--- src/rtl/rgmii_rx_frame_ctrl.sv ---
// RGMII receive frame sequencer: decodes RX_DV/RX_ER, strips preamble/SFD and emits
// a delimited byte stream with sof/eof/err markers plus good/bad frame counters.
module rgmii_rx_frame_ctrl #(
  parameter int unsigned PRE_MIN = 1,
  parameter int unsigned MIN_LEN = 64,
  parameter int unsigned MAX_LEN = 1518,
  parameter int unsigned CNT_W   = 16
) (
  input  logic             rxck_i,
  input  logic             rst_i,
  input  logic [7:0]       rxd_i,
  input  logic             rxctl_lo_i,
  input  logic             rxctl_hi_i,
  input  logic             enable_i,
  output logic [7:0]       data_o,
  output logic             valid_o,
  output logic             sof_o,
  output logic             eof_o,
  output logic             err_o,
  output logic             busy_o,
  output logic [CNT_W-1:0] frame_cnt_o,
  output logic [CNT_W-1:0] err_cnt_o
);

  localparam int unsigned LenW = $clog2(MAX_LEN + 2);
  localparam int unsigned PreW = $clog2(PRE_MIN + 2);
  localparam logic [LenW-1:0] LenSat = LenW'(MAX_LEN + 1);
  localparam logic [LenW-1:0] LenMin = LenW'(MIN_LEN);
  localparam logic [LenW-1:0] LenMax = LenW'(MAX_LEN);
  localparam logic [PreW-1:0] PreSat = PreW'(PRE_MIN);

  typedef enum logic [1:0] {StIdle, StPre, StPay, StDrop} state_e;

  state_e          state_q;
  logic [PreW-1:0] pre_cnt_q;
  logic [LenW-1:0] len_q;
  logic [7:0]      hold_q;
  logic            err_flag_q;
  logic            first_q;

  logic dv, er, eof_err;

  assign dv      = rxctl_lo_i;
  assign er      = rxctl_lo_i ^ rxctl_hi_i;
  assign eof_err = err_flag_q | (len_q < LenMin) | (len_q > LenMax);
  assign busy_o  = (state_q != StIdle);

  // The hold byte is occupied whenever len_q != 0, so the last byte can be tagged with
  // eof once dv drops.
  always_ff @(posedge rxck_i) begin
    if (rst_i) begin
      state_q     <= StDrop;
      pre_cnt_q   <= '0;
      len_q       <= '0;
      hold_q      <= '0;
      err_flag_q  <= 1'b0;
      first_q     <= 1'b0;
      data_o      <= '0;
      valid_o     <= 1'b0;
      sof_o       <= 1'b0;
      eof_o       <= 1'b0;
      err_o       <= 1'b0;
      frame_cnt_o <= '0;
      err_cnt_o   <= '0;
    end else begin
      valid_o <= 1'b0;
      sof_o   <= 1'b0;
      eof_o   <= 1'b0;
      err_o   <= 1'b0;
      unique case (state_q)
        StIdle: begin
          if (dv) begin
            if (enable_i && rxd_i == 8'h55) begin
              state_q   <= StPre;
              pre_cnt_q <= PreW'(1);
            end else begin
              state_q <= StDrop;
            end
          end
        end
        StPre: begin
          if (!dv) begin
            state_q <= StIdle;
          end else if (er) begin
            state_q <= StDrop;
          end else if (rxd_i == 8'h55) begin
            if (pre_cnt_q < PreSat) pre_cnt_q <= pre_cnt_q + PreW'(1);
          end else if (rxd_i == 8'hD5 && pre_cnt_q >= PreSat) begin
            state_q    <= StPay;
            len_q      <= '0;
            err_flag_q <= 1'b0;
            first_q    <= 1'b1;
          end else begin
            state_q <= StDrop;
          end
        end
        StPay: begin
          if (dv) begin
            hold_q <= rxd_i;
            if (len_q != LenSat) len_q <= len_q + LenW'(1);
            if (er) err_flag_q <= 1'b1;
            if (len_q != '0) begin
              valid_o <= 1'b1;
              data_o  <= hold_q;
              sof_o   <= first_q;
              first_q <= 1'b0;
            end
          end else begin
            state_q <= StIdle;
            first_q <= 1'b0;
            if (len_q != '0) begin
              valid_o <= 1'b1;
              data_o  <= hold_q;
              sof_o   <= first_q;
              eof_o   <= 1'b1;
              err_o   <= eof_err;
              if (eof_err) err_cnt_o <= err_cnt_o + CNT_W'(1);
              else         frame_cnt_o <= frame_cnt_o + CNT_W'(1);
            end else begin
              err_cnt_o <= err_cnt_o + CNT_W'(1);
            end
          end
        end
        StDrop: begin
          if (!dv) state_q <= StIdle;
        end
        default: state_q <= StDrop;
      endcase
    end
  end

endmodule
--- config.mk ---
export PLATFORM = sky130hd
export DESIGN_NAME = rgmii_rx_frame_ctrl
export DESIGN_NICKNAME = d
export VERILOG_FILES = /design/src/rtl/rgmii_rx_frame_ctrl.sv
export SDC_FILE = /design/constraint.sdc
export NUM_CORES = 1
export LEC_CHECK = 0
export ABC_AREA = 1
export BUFFER_PORTS_ARGS = -buffer_cell sky130_fd_sc_hd__buf_2
export CORE_MARGIN = 1
export CORE_UTILIZATION = 45
export DETAILED_ROUTE_END_ITERATION = 7
export PLACE_DENSITY = 0.75
export SYNTH_ARGS = -nofsm -noshare
export SYNTH_HDL_FRONTEND = slang
export SYNTH_SLANG_ARGS = --single-unit
--- constraint.sdc ---
create_clock -name rxck_i -period 2.1 [get_ports rxck_i]
set_input_delay 0.42 -clock rxck_i [delete_from_list [all_inputs] [get_ports rxck_i]]
set_output_delay 0.42 -clock rxck_i [all_outputs]
set_load 0.005 [all_outputs]
==> metrics.cfg, run 1 <==
[timing]
fmax_mhz=542
slew_violations=0
fin_crit_ns=1.85
rsz0062_at_grt=no
post-route-period-util_pct=87.9
tightest_slew_ns=0.563
hold_viol=0
hold_ws_ns=0.325
setup_viol=0
finClkSkew_ns=0.0109
slew_headroom_pct=62.4
setup_tns_ns=0
setup_ws_ns=0.254

[clocking]
path_clk_slew_ns=0.09
clkSinkCount=69
cts_max_level=3
clk_latency_ns=0.35
cts_tree=built
clockRootBuffer=clkbuf_8
cts_made_buffers=9
clockBufferDepth=2
ctsResizeCount=0
post_cts_buffers=0
ctsHoldBuffers=0

[final_layout]
final_core_util_pct=52.7
antenna_cells=0
finalNonFillerCells=765
drive_gt1_share_pct=22.5
final_nets=671
syn_to_final_growth_pct=12.6

[job]
max_cap_violations=0

[place]
place.gp.congestion=0.878
placed_cells=749
dp_hpwl_um=6950
dp_slack_ns=0.186
numPortBuffers=57

[status]
status=finished, violations left
violations=design-rule violations

[min_path]
min_path_type=in -> reg

[synthesis]
synth_enable_flop_cells=0
synth_top_cell_by_area=dfxtp_1
synthCells=598
yosysTopAreaCellShare_pct=33.5
ys_top_cells_by_area=dfxtp_1 (33%), nand2_1 (13%), nor2_1 (7.5%)
yosysMostFrequentCell=nand2_1
syn_nets=617
syn_avg_cell_area_sq_um=6.90
async_flop_share_pct=0
synth_flop_cell=dfxtp_1
yosys_warnings=0
synthDistinctLibCells=36
ys_ff_latch=69
ys_seq_area_share_pct=33.5
synth.cell_area_sq_mm=0.00413
netlist_top_cells_count=nand2_1 (142), nor2_1 (82), dfxtp_1 (69), nand3_1 (52), inv_1 (50)

[setup_path]
cp_max_fo=12
worstSetupEndpointType=flip-flop
rrSetupSlack_ns=0.25
crit_type=reg -> reg
worstPathRequired_ns=2.33
cp-start-kind=flip-flop
cp.arrival_ns=2.08

[floorplanning]
io-pin-count=58
dieHeight_um=97.7
dieArea_sq_mm=0.00955
rows=34
coreArea_sq_mm=0.00881
initial_utilization_pct=46.8
die_w_um=97.7

[global_routing]
antenna_found_initial=0
grt_pass1_vias=3805
grt_max_degree=29
track_usage_pct=21.1
gr-total-overflow=0
grt_pass1_wl_um=16800

[drt]
drt_iter0_drc=225
vias=4010
antenna_left=0
drt_wl_total_um=9590
vias_per_cell=5.24
first_pass_iters=7
wl_per_cell_um=12.5
route.detailed.drc=4

[power_and_ir_drop]
vdd_drop_max_v=0.000395
static-leakage-power_nw=1.82
p_per_area_mw_per_mm2=567

==> state kept, by name, indices dropped and copies added, names as in the netlist <==
signal / flops
err_o: 1
eof_o: 1
len_q: 11
sof_o: 1
frame_cnt_o: 16
first_q: 1
data_o: 8
hold_q: 8
state_q: 2
pre_cnt_q: 2
err_cnt_o: 16
err_flag_q: 1
valid_o: 1
==> final timing paths <==
check            from   endpoint  depth (start not counted)
max          len_q[0]   len_q[7]                          8
min reg2reg   first_q      sof_o                          2
max reg2reg  len_q[0]   len_q[7]                          8
min          rxd_i[4]  hold_q[4]                          3
==> worst max-delay path, cell delays in order (launching register included) <==
cell     delay [ns]
dfxtp_1        0.46
ha_1           0.28
nand3_1        0.18
nor2_1         0.13
nand3_1        0.15
nand2_2        0.29
nor2_8         0.10
nand2_1        0.07
a21oi_1        0.06
==> through the flow <==
stage          total power [W]  instance area (sq um)
2_1_floorplan          0.00159                   4130
3_3_place_gp           0.00164                   4460
3_5_place_dp           0.00165                   4460
4_1_cts                0.00266                   4640
5_1_grt                0.00275                   4640
6_report               0.00263                   4640
==> placed cells by master (no fill, tap or decap) <==
cell type / Yosys / routed
nand2_1: 142 / 142
nor2_1: 82 / 82
dfxtp_1: 69 / 69
buf_2: 4 / 57
nand3_1: 52 / 52
inv_1: 50 / 50
a21oi_1: 35 / 35
a21oi_2: 20 / 20
o21ai_0: 20 / 20
nand2_2: 15 / 15
nand4_1: 15 / 15
xor2_1: 13 / 13
nand3_2: 10 / 10
clkbuf_8: 0 / 10
inv_2: 9 / 9
o21ai_1: 9 / 9
xnor2_1: 9 / 9
buf_4: 6 / 8
ha_1: 6 / 6
nor3_1: 4 / 4
nor2_2: 2 / 2
nand4_4: 2 / 2
nor2_4: 2 / 2
o21bai_1: 2 / 2
inv_6: 0 / 2
clkinvlp_4: 0 / 2
a21oi_4: 1 / 1
nand3_4: 1 / 1
nand2_4: 1 / 1
o21ai_4: 1 / 1
nor2_8: 1 / 1
nor3_2: 1 / 1
nand4_2: 1 / 1
nand3b_1: 1 / 1
clkinv_2: 0 / 1
clkinv_4: 0 / 1
==> report_power, final <==
group / switching (W) / total (W) / internal, W
sequential: 0.0000206 / 0.00135 / 0.00133
clock: 0.000546 / 0.00101 / 0.000469
combinational: 0.000190 / 0.000265 / 0.0000754
==> cell families after synthesis <==
| family | share of synthesized area, % |
|---|---|
| AOI/OAI and AO/OA | 13.2 |
| xor gates and xnor gates | 4.67 |
| DFF | 33.5 |
| buffers and inverters | 8.92 |
| and+or+nand+nor | 37.9 |
| adders and majority gates | 1.82 |
==> final cells by class <==
class                      count  area (sq um)
fill                         845          4160
multi-input combinational    448          2380
timing repair buffer          65           345
tap                          108           135
inverter                      59           221
clock buffer                  10           138
sequential                    69          1380
clock inverter                 6          46.3
==> layer usage <==
| metal | share of wire [%] | vias up | GRT usage [%] |
|---|---|---|---|
| li1 | - | 2040 | - |
| met1 | 46 | 1856 | 25.5 |
| met2 | 48 | 93 | 36.7 |
| met3 | 3.9 | 21 | 3.79 |
| met4 | 2.1 | 0 | 9.32 |
| met5 | 0 | - | 0 |
Note: power is estimated with default switching activity, not from simulation.
==> run 2, diff against run 1 <==
--- a/config.mk
+++ b/config.mk
@@ -10,6 +10,7 @@
 export CORE_MARGIN = 1
 export CORE_UTILIZATION = 45
 export DETAILED_ROUTE_END_ITERATION = 7
+export MAX_ROUTING_LAYER = met4
 export PLACE_DENSITY = 0.75
 export SYNTH_ARGS = -nofsm -noshare
 export SYNTH_HDL_FRONTEND = slang
==> constraint.sdc (replaced) <==
create_clock -name rxck_i -period 2.1 [get_ports rxck_i]
set_input_delay 0.42 -clock rxck_i [delete_from_list [all_inputs] [get_ports rxck_i]]
set_output_delay 0.42 -clock rxck_i [all_outputs]
set_load 0.1 [all_outputs]
==> metrics.cfg, run 2 (same netlist as run 1, synthesis figures left out) <==
[status]
status=finished, violations left
violations=design-rule violations

[global_routing]
antenna_found_initial=0  ; unchanged
track_usage_pct=22.1  ; +0.97 points
gr-total-overflow=0  ; unchanged
use_met3_pct=5.73  ; +1.9 points
grt_max_degree=29  ; unchanged
grtUsageMet1_pct=27.5  ; +2.0 points
grt_pass1_vias=3730  ; -2.0%
grt_pass1_wl_um=16800  ; -0.25%
use_met2_pct=34.0  ; -2.7 points
top_usage_layer=met2

[setup_path]
cp.arrival_ns=1.46  ; -0.62 ns
rrSetupSlack_ns=0.27  ; +0.02 ns
crit_type=reg -> out
worstPathRequired_ns=1.68  ; -0.65 ns
worstSetupEndpointType=output pin
cp-start-kind=flip-flop
cp_max_fo=5  ; -7

[clocking]
clockBufferDepth=2  ; unchanged
post_cts_buffers=0  ; unchanged
clkSinkCount=69  ; unchanged
ctsHoldBuffers=0  ; unchanged
ctsResizeCount=0  ; unchanged
path_clk_slew_ns=0.08  ; about the same
clockRootBuffer=clkbuf_8
cts_max_level=3  ; unchanged
clk_latency_ns=0.36  ; about the same
cts_made_buffers=9  ; unchanged
cts_tree=built

[timing]
hold_ws_ns=0.327  ; +0.00108 ns
slew_violations=0  ; unchanged
rsz0062_at_grt=no
fin_crit_ns=1.88  ; +0.0383 ns
tightest_slew_ns=0.571  ; +0.00875 ns
setup_tns_ns=0  ; unchanged
fmax_mhz=531  ; -2.0%
finClkSkew_ns=0.0105  ; -0.000432 ns
post-route-period-util_pct=89.7  ; +1.8 points
slew_headroom_pct=61.9  ; -0.58 points
hold_viol=0  ; unchanged
setup_viol=0  ; unchanged

[floorplanning]
io-pin-count=58  ; unchanged
dieHeight_um=97.7  ; unchanged
initial_utilization_pct=46.8  ; unchanged
coreArea_sq_mm=0.00881  ; unchanged
die_w_um=97.7  ; unchanged
dieArea_sq_mm=0.00955  ; unchanged
rows=34  ; unchanged

[drt]
vias=3980  ; -0.75%
first_pass_iters=7  ; unchanged
drt_wl_total_um=9540  ; -0.56%
drt_iter0_drc=245  ; +8.9%
wl_per_cell_um=12.5  ; -0.43%
vias_per_cell=5.21  ; -0.62%
route.detailed.drc=4  ; unchanged
antenna_left=0  ; unchanged

[final_layout]
antenna_cells=0  ; unchanged
finalNonFillerCells=764  ; -0.13%
syn_to_final_growth_pct=13.1
layout_common_cells=nand2_1 (142), nor2_1 (82), dfxtp_1 (65)
final_core_util_pct=53.0  ; +0.27 points
top_regs=err_cnt_o x16, frame_cnt_o x16, len_q x11
drive_gt1_share_pct=23.0  ; +0.49 points
final_nets=670  ; -0.15%
layout_commonest_cell=nand2_1

[power_and_ir_drop]
p_int_w=0.00202  ; +7.7%
sequentialPowerShare_pct=48.5  ; -2.9 points
clkPwrFrac_pct=40.9  ; +2.4 points
vdd_drop_max_v=0.000531  ; +34%
static-leakage-power_nw=1.83  ; +0.48%
swShare_pct=27.7  ; -0.99 points
p_per_area_mw_per_mm2=599  ; +5.7%
p_sw_w=0.000775  ; +2.5%
combinationalPowerShare_pct=10.7  ; +0.6 points

[min_path]
min_path_type=in -> reg

[place]
dp_hpwl_um=6840  ; -1.7%
numPortBuffers=57  ; unchanged
placed_cells=748  ; -0.13%
place.gp.congestion=0.913  ; +4.0%

[job]
max_cap_violations=0  ; unchanged

-- run 2: cell types whose count changed in the layout (fill, tap and decap cells not counted), sizes merged --
| cell | change |
|---|---|
| inv | -2 |
| bufinv | +1 |
| buf | -1 |
| clkbuf | +1 |
-- run 2: cell type report --
cell class	instances	area, sq um
Fill cell	857	4140
Clock inverter	5	58.8
Sequential cell	69	1390
Tap cell	108	135
Timing Repair Buffer	64	338
Multi-Input combinational cell	448	2380
Clock buffer	11	151
Inverter	59	221
-- run 2: path summary, 6_finish.rpt --
| kind | start | endpoint | cells past startpoint |
|---|---|---|---|
| worst max-delay path | state_q[0] | busy_o | 3 |
| worst min-delay path | rxd_i[6] | hold_q[6] | 3 |
| worst max register to register | state_q[0] | frame_cnt_o[1] | 6 |
| worst min register to register | data_o[2] | data_o[2] | 2 |
-- run 2: critical path: stages (launching register included) --
cell	delay [ns]
dfxtp_1	0.45
inv_2	0.08
nand2_1	0.13
buf_2	0.44
-- run 2: power by group through the flow --
stage                     logic, W  registers (W)  clock network, W
after floorplan           0.000220        0.00141                 0
after global placement    0.000289        0.00138                 0
after detailed placement  0.000296        0.00138                 0
after CTS                 0.000298        0.00135           0.00116
after global routing      0.000332        0.00136           0.00123
final                     0.000298        0.00136           0.00114
-- run 2: per-stage QoR --
stage	total power, W	cell area, sq um	setup WS, ns
final	0.00280	4670	0.216
after global routing	0.00292	4670	0.116
after CTS	0.00282	4670	0.228
after detailed placement	0.00168	4460	0.207
after global placement	0.00167	4460	0.281
after floorplan	0.00163	4130	0.0922
-- run 2: layer usage --
layer / vias to the layer above / wire, um
met5: - / 0
met4: 0 / 225
met3: 24 / 455
met2: 112 / 4410
met1: 1805 / 4450
li1: 2039 / -
